$ cat config.mk
export PLATFORM = sky130hd
export DESIGN_NAME = ro_edge_counter
export DESIGN_NICKNAME = d
export VERILOG_FILES = /design/src/rtl/ro_puf_pkg.sv /design/src/rtl/ro_edge_counter.sv
export SDC_FILE = /design/constraint.sdc
export NUM_CORES = 1
export LEC_CHECK = 0
export ABC_CLOCK_PERIOD_IN_PS = 3400
export CELL_PAD_IN_SITES_DETAIL_PLACEMENT = 0
export CELL_PAD_IN_SITES_GLOBAL_PLACEMENT = 2
export CORE_AREA = 5 5 74 76
export DETAILED_ROUTE_END_ITERATION = 12
export DIE_AREA = 0 0 79 81
export PLACE_DENSITY_LB_ADDON = 0.15
export SYNTH_ARGS = -nofsm -noshare
export SYNTH_HDL_FRONTEND = slang
export SYNTH_SLANG_ARGS = --single-unit
$ cat constraint.sdc
create_clock -name clk -period 3.4 [get_ports clk]
set_input_delay 0.51 -clock clk [delete_from_list [all_inputs] [get_ports clk]]
set_output_delay 0.51 -clock clk [all_outputs]
set_load 0.02 [all_outputs]
$ cat src/rtl/ro_puf_pkg.sv
// ro_puf_pkg
//   Shared definitions for the RO-PUF datapath.
//   RO_CNT_WIDTH : default width of the ring-oscillator edge counters.
//   ro_count_t   : count word of that width, used by downstream comparators.
package ro_puf_pkg;

    localparam int RO_CNT_WIDTH = 32;

    typedef logic [RO_CNT_WIDTH-1:0] ro_count_t;

endpackage : ro_puf_pkg

$ cat src/rtl/ro_edge_counter.sv
// ro_edge_counter
//   Binary up-counter that counts rising edges of clk while en is high.
//   clk is either a ring-oscillator output or the system clock. After en is
//   dropped the count holds so comparators can read it at leisure.
//
// Ports
//   clk   : counting clock; all state changes on its rising edge
//   reset : asynchronous, active-high; clears q and ovf immediately
//   en    : count enable, sampled on the rising edge of clk
//   q     : current count, straight from the count register
//   ovf   : sticky flag, set when q wraps from all-ones to zero
//
// Parameter
//   SIZE  : counter width in bits, legal range 2..64
module ro_edge_counter
    import ro_puf_pkg::*;
#(
    parameter int SIZE = RO_CNT_WIDTH
) (
    input  logic            clk,
    input  logic            reset,
    input  logic            en,
    output logic [SIZE-1:0] q,
    output logic            ovf
);

    logic [SIZE-1:0] q_q;
    logic [SIZE-1:0] q_d;
    logic            ovf_q;
    logic            ovf_d;
    logic            carry_s;

    // Next-state: increment when enabled; the MSB carry only feeds the wrap flag.
    always_comb begin
        q_d     = q_q;
        ovf_d   = ovf_q;
        carry_s = 1'b0;
        if (en) begin
            {carry_s, q_d} = {1'b0, q_q} + {{SIZE{1'b0}}, 1'b1};
            ovf_d          = ovf_q | carry_s;
        end else begin
            q_d   = q_q;
            ovf_d = ovf_q;
        end
    end

    // Count and flag registers; reset deassertion is deliberately not
    // synchronised because clk may be a free-running ring oscillator.
    always_ff @(posedge clk or posedge reset) begin
        if (reset) begin
            q_q   <= {SIZE{1'b0}};
            ovf_q <= 1'b0;
        end else begin
            q_q   <= q_d;
            ovf_q <= ovf_d;
        end
    end

    // Outputs come straight from the registers: no path from en to q.
    assign q   = q_q;
    assign ovf = ovf_q;

endmodule : ro_edge_counter

-- After elaboration in Yosys (flattened, before gate mapping)
Index checks and enable logic that the tools add are counted.
- register bits after elaboration: 33
- input bits: 3
- logic and storage cells: 4
- output and inout bits: 33
- bitwise logic cells: 1
- $add $sub $neg: 1
- operators by type and width (kind ; number):
    32-bit by 1-bit adder with 33-bit output (second input constant) ; 1
    1-bit bitwise OR ; 1

-- Depth between registers and ports, before layout
Gate-level depths: netlist of the first run.
- depth in word-level cells: 2
- depth in mapped cells: 6
- gate-level depth less buffers: 5

-- Worst setup path after synthesis of the first run
OpenSTA, ideal clock, no wires.
- path kind: flip-flop to flip-flop
- start: register q_q[0] (netlist: q[0])
- end: register q_q[20] (netlist: q[20])
- stages on the path, launching flop included: 7
- path slack: 1642 ps
- arrival: 1628 ps
- library setup time: 130 ps
- data required time: 3270 ps
- path buffers: 1
- cells stage by stage: dfrtp_1 > ha_1 > nand4_4 > nor4_4 > buf_6 > nand4_1 > xnor2_1
- longest elaborated chain between the ends: 1
- RTL lines (what ; RTL line ; source):
    start, declared ; ro_edge_counter.sv:27 ; logic [SIZE-1:0] q_q;
    start signal, assigned ; ro_edge_counter.sv:51 ; q_q <= {SIZE{1'b0}};
    start signal, assigned ; ro_edge_counter.sv:54 ; q_q <= q_d;
    32-bit by 1-bit adder with 33-bit output ; ro_edge_counter.sv:39 ; {carry_s, q_d} = {1'b0, q_q} + {{SIZE{1'b0}}, 1'b1};
Every way passes these cells.
A chain may end at the register's enable or synchronous reset.

==> run metrics, run 1 <==
Synth warnings 0; clock root buffer master clkbuf_8; top cells by area, synth dfrtp_1 (53%), xnor2_1 (14%), nand4_1 (6.1%); Yosys top cell area share 53.3%; diode count 0; Starting Density 33.3%; vias post-DR 1092; final wirelength 3310 µm; largest net degree at the start of global routing 34; period utilization 65.0%; first-pass GRT wire length 5490 µm; Tot GR Track Use 11.3%; Post-Synth Simple-Gate Area 25.5%; Worst Skew 0.0110 ns; Post-Syn Area 0.00155 mm²; status finished, final reports clean; pre-CTS setup slack 0.862 ns; Num CTS Buffers 5; later-pin clock latency in the skew report 0.29 ns; leakage 0.000915 µW; wire length per cell 15.0 µm; placed cells 213; power density over the cells 514 mW/mm²; r2r worst-path depth 5; DRC Markers 0; filler cell count 443; Worst slew margin 55.7%; Hold Path Class register to register; top post-synthesis cells by count dfrtp_1 (33), xnor2_1 (24), nand4_1 (15); Fin. Hold Viols 0; port bufs 35; H-tree levels 2; CP required 3.63 ns; IO Pins 36; area of the multi-input gates 701 µm²; reg2reg start q[0]; Main synth FF type dfrtp_1; Reg area 826 µm²; Fmax 0.453 GHz; initial antenna violation count 0; post-cts resize count 0; count leader, synth dfrtp_1; max_cap viols 0; Synth cell types 24; cells after synthesis 126; CP Data Arrival Time 2.44 ns; Chip Width 79 µm; die height 81 µm; ANT nets after route 0; Longest Clk Path Bufs 2; Setup-failing EPs final 0; largest family of logic cells by synthesized area simple AND/OR/NAND/NOR gates; Row Count 25; Syn Area/Cell 12.3 µm²; number of global-route vias before repair 1076; Synth Area in XOR/XNOR 17.5%; Final Critical Period 2.21 ns; Reg clk slew, reported paths 0.07 ns; FF-to-FF End ovf; cell taking the most area after synthesis dfrtp_1; Post-Layout Cell Count 221; Core Box Area 0.00466 mm²; adder-cell share of the synthesized area 0.807%; Async SR Flop Fraction 100%; gr ovfl total 0; setup TNS 0 ns; mux contribution to synthesized area 0.726%; Worst R2R Setup Slack 1.39 ns; postcts setup bufs 0; number of synthesized register bits 33; Worst VDD drop 0.000381 V; Worst setup SP type input port; WHS Endpoint q[24]; Via density 4.94; Slew Limit Fails 0; Syn Nets 130; Post-synth EDFFs 0; Final GP Congestion 0.709; Hold-fix buffers, CTS 0; kind of end point of the critical path register; hold_sp q[24]; Setup Crit Path Kind input port to register; sequential area share after synthesis 53.3%; share of layout cells above drive strength 1 11.4%; Die ar. 0.00640 mm²; CP max FO 11; worst slew pin tran 0.662 ns; Setup WS post-layout 1.19 ns; CTS tree yes; Cells on Worst Hold Path 1; Synth Area in Compound Gates 0.646%; Layout Nets 170; CTS sink cnt 33; hpwl dp 2360 µm; number of DRC markers in iteration 0 43; 1st-pass router iterations 4; area grow syn2layout 32.7%; RSZ-0062 raised after global routing false
## per-stage QoR
step / power (µW) / hold slack (ns) / util [%] / instance area [µm²]
after floorplan: 632 / 0.578 / - / 1550
after global placement: 738 / 0.476 / 42.0 / 1960
after detailed placement: 740 / 0.458 / 42.0 / 1960
after CTS: 1080 / 0.482 / 44.1 / 2060
after global routing: 1110 / 0.517 / 44.1 / 2060
final: 1060 / 0.491 / 44.1 / 2060
## critical path, stage by stage
cell and delay [ns]:
clkdlybuf4s50_1 0.66, nand4_4 0.16, nor4_4 0.65, and3_2 0.30, a41o_1 0.16
## logic make-up (layout without fill, tap and decap cells)
group           after synthesis  count (layout)
simple gates                 55              55
flops                        33              33
xor+xnor                     31              31
buf+inv                       4              45
fa+ha+maj                     1               1
compound gates                1               1
mux                           1               1
## flip-flops by register name (all words and copies together) (netlist names)
| name | flops |
|---|---|
| q | 32 |
| ovf | 1 |
## cells in the final DEF, fill, tap and decap left out
| cell type | n |
|---|---|
| nor4b_4 | 1 |
| clkdlybuf4s50_1 | 35 |
| clkbuf_8 | 7 |
| nor2_1 | 4 |
| xnor2_1 | 24 |
| and3_1 | 5 |
| and4_1 | 3 |
| and3_2 | 2 |
| ha_1 | 1 |
| nand3_1 | 4 |
| nand4_2 | 1 |
| a41o_1 | 1 |
| or2_2 | 1 |
| nand4_4 | 2 |
| buf_4 | 1 |
| mux2_2 | 1 |
| dfrtp_1 | 33 |
| nor3_4 | 1 |
| xor2_1 | 7 |
| nor4_4 | 1 |
| nand2_1 | 9 |
| inv_1 | 1 |
| and2_1 | 6 |
| nand4_1 | 15 |
| clkinv_2 | 1 |
## worst max path at each step
| stage | startpoint | end | depth (start not counted) |
|---|---|---|---|
| final | en | ovf | 5 |
| after global routing | en | ovf | 5 |
| after CTS | en | ovf | 5 |
| after detailed placement | en | ovf | 5 |
| after global placement | en | ovf | 5 |
| after floorplan | q[0] | q[20] | 6 |
## layout make-up
cell class	instances	share of cell area [%]
clock buffers	7	4.68
clock inverters	1	0.243
inverters	1	0.182
multi-input cells	89	34.1
flip-flops and latches	33	40.1
well taps	54	3.28
repair buffers	36	17.4
## power by group
group	internal, µW	switching (µW)	leakage [µW]
registers	433	64.1	0.000449
clock network	183	145	0.0000542
logic	113	120	0.000412
total	729	329	0.000915
## per-layer routing
layer	vias to the layer above	GRT usage, %	part of all wire (%)
li1	530	-	-
met1	535	13.7	44
met2	21	18.7	50
met3	6	3.99	4.0
met4	0	4.12	1.4
met5	-	0	0
(Power assumes the default switching activity.)
==> inputs of run 2 (changes only) <==
--- a/config.mk
+++ b/config.mk
@@ -5,12 +5,12 @@
 export SDC_FILE = /design/constraint.sdc
 export NUM_CORES = 1
 export LEC_CHECK = 0
-export ABC_CLOCK_PERIOD_IN_PS = 3400
+export ABC_CLOCK_PERIOD_IN_PS = 1900
 export CELL_PAD_IN_SITES_DETAIL_PLACEMENT = 0
 export CELL_PAD_IN_SITES_GLOBAL_PLACEMENT = 2
-export CORE_AREA = 5 5 74 76
+export CORE_AREA = 5 5 80 82
 export DETAILED_ROUTE_END_ITERATION = 12
-export DIE_AREA = 0 0 79 81
+export DIE_AREA = 0 0 85 87
 export PLACE_DENSITY_LB_ADDON = 0.15
 export SYNTH_ARGS = -nofsm -noshare
 export SYNTH_HDL_FRONTEND = slang
==> constraint.sdc (replaced) <==
create_clock -name clk -period 1.9 [get_ports clk]
set_input_delay 0.285 -clock clk [delete_from_list [all_inputs] [get_ports clk]]
set_output_delay 0.285 -clock clk [all_outputs]
set_load 0.02 [all_outputs]
==> run 2 against run 1 <==
Effect of this change: clock skew decreased by 0.0065 ns; worst setup slack worse by 0.99 ns; clock-buffer cell count grew 1; cell area up 2.8%; largest cell class unchanged; global-route usage is 0.74 points lower; combinational power up 110%; register-to-register slack got worse by 1.1 ns; power grew 76%; sequential power grew 75%; clock power rose by 54%; hold slack worse by 0.085 ns; critical endpoint is now q[2].
==> run metrics, run 2 (synthesis gave the netlist of run 1 again) <==
status finished, final reports clean; share of layout cells above drive strength 1 13.2% (+1.8 points); pre-CTS setup slack -0.0638 ns (-0.926 ns); setup TNS 0 ns (unchanged); worst slew pin tran 0.440 ns (-0.222 ns); post-cts resize count 0 (unchanged); NetSw 586 µW (+78%); Layout Nets 177 (+4.1%); switching share of total power 31.5% (+0.45 points); Final Critical Period 1.70 ns; RSZ-0062 raised after global routing false; diode count 0 (unchanged); CTS tree yes; gr ovfl total 0 (unchanged); port bufs 35 (unchanged); first-pass GRT wire length 6150 µm (+12%); Via density 4.49 (-9.1%); clock network fraction of total power 27.2% (-3.8 points); 1st-pass router iterations 4 (unchanged); Row Count 28 (+12%); vias post-DR 1118 (+2.4%); Setup-failing EPs final 0 (unchanged); internal power 1270 µW (+75%); CP max-delay cell clkdlybuf4s50_1; Die ar. 0.00740 mm² (+16%); kind of end point of the critical path primary output; Final Hold Slack 0.406 ns (-0.0851 ns); Fmax 0.588 GHz; power density over the cells 879 mW/mm² (+71%); reg2reg start q[0]; later-pin clock latency in the skew report 0.28 ns (about the same); ANT nets after route 0 (unchanged); max_cap viols 0 (unchanged); CP required 1.62 ns (-2.01 ns); Slew Limit Fails 0 (unchanged); DRC Markers 0 (unchanged); max incr delay on CP 0.66 ns (about the same); filler cell count 600 (+35%); CP Data Arrival Time 1.42 ns (-1.02 ns); Num CTS Buffers 5 (unchanged); Longest Clk Path Bufs 2 (unchanged); sequential share of power 46.9% (about the same); postcts setup bufs 0 (unchanged); die height 87 µm (+7.4%); FF-to-FF End ovf; H-tree levels 2 (unchanged); number of DRC markers in iteration 0 32 (-26%); Worst Skew 0.00451 ns (-0.00652 ns); number of global-route vias before repair 1202 (+12%); Worst R2R Setup Slack 0.31 ns (-1.08 ns); commonest non-fill, non-tap cell in the layout clkdlybuf4s50_1; Worst setup SP type register; Reg clk slew, reported paths 0.07 ns (about the same); leakage 0.000934 µW (+2.1%); initial antenna violation count 0 (unchanged); Fin. Hold Viols 0 (unchanged); Hold-fix buffers, CTS 0 (unchanged); Core Box Area 0.00568 mm² (+22%); leading cell types in the layout, fill and taps excluded clkdlybuf4s50_1 (35), dfrtp_1 (33), xnor2_1 (24); Tot GR Track Use 10.6% (-0.74 points); Setup Crit Path Kind register to primary output; Starting Density 27.3% (-5.9 points); r2r worst-path depth 6 (+1); combinational group share of total power 26.0% (+4.0 points); max reg flops 32 (unchanged); crit path buf inv count 1 (unchanged); largest net degree at the start of global routing 34 (unchanged); Worst VDD drop 0.000620 V (+63%); worst-path cell chain clkdlybuf4s50_1; Chip Width 85 µm (+7.6%); area grow syn2layout 36.4%; period utilization 89.5%; CP max FO 4 (-7); wire length per cell 14.2 µm (-5.2%); hpwl dp 2570 µm (+9.0%); Final GP Congestion 0.699 (-1.4%); CP top delay family buffers and inverters; clock root buffer master clkbuf_8; Worst slew margin 70.7% (+15 points); Setup WS post-layout 0.199 ns (-0.991 ns); CTS sink cnt 33 (unchanged); Hold Path Class input port to async pin; final wirelength 3530 µm (+6.8%); IO Pins 36 (unchanged)
run 2: cell count changes in the layout (fill, tap and decap cells not counted), sizes merged:
cell    delta
buf        +7
clkinv     -1
clkbuf     +1
run 2: worst max path at each step:
stage               start    end  cells after the start
finish               q[2]   q[2]                      1
global route           en  q[27]                      5
CTS                  q[2]   q[2]                      1
detailed placement     en  q[27]                      5
global placement       en  q[31]                      5
floorplan            q[0]  q[20]                      6
run 2: metrics by stage:
step	power (µW)	instance area [µm²]	util, %	instances
floorplan	1130	1550	-	126
global placement	1370	2030	35.8	241
detailed placement	1370	2030	35.8	241
CTS	1900	2110	37.3	249
global route	1970	2110	37.3	249
finish	1860	2110	37.3	249
run 2: cell type report:
| type | count | area (µm²) | area share, % |
|---|---|---|---|
| flip-flops and latches | 33 | 826 | 39.1 |
| multi-input cells | 89 | 701 | 33.1 |
| repair buffers | 43 | 410 | 19.4 |
| well taps | 75 | 93.8 | 4.44 |
| clock buffers | 8 | 80.1 | 3.79 |
| inverters | 1 | 3.75 | 0.178 |
run 2: power groups by stage:
stage,Clock [µW],Sequential (µW),Combinational (µW)
after floorplan,0,980,152
after global routing,560,881,526
after global placement,0,881,489
final,505,871,483
after CTS,534,873,491
after detailed placement,0,884,486
run 2: metal layers:
| metal | global-route usage [%] | wire, µm | vias to the layer above | part of all wire (%) |
|---|---|---|---|---|
| li1 | - | - | 536 | - |
| met1 | 12.3 | 1530 | 550 | 43 |
| met2 | 18.2 | 1780 | 27 | 51 |
| met3 | 3.41 | 159 | 5 | 4.5 |
| met4 | 3.88 | 55 | 0 | 1.6 |
| met5 | 0 | 0 | - | 0 |
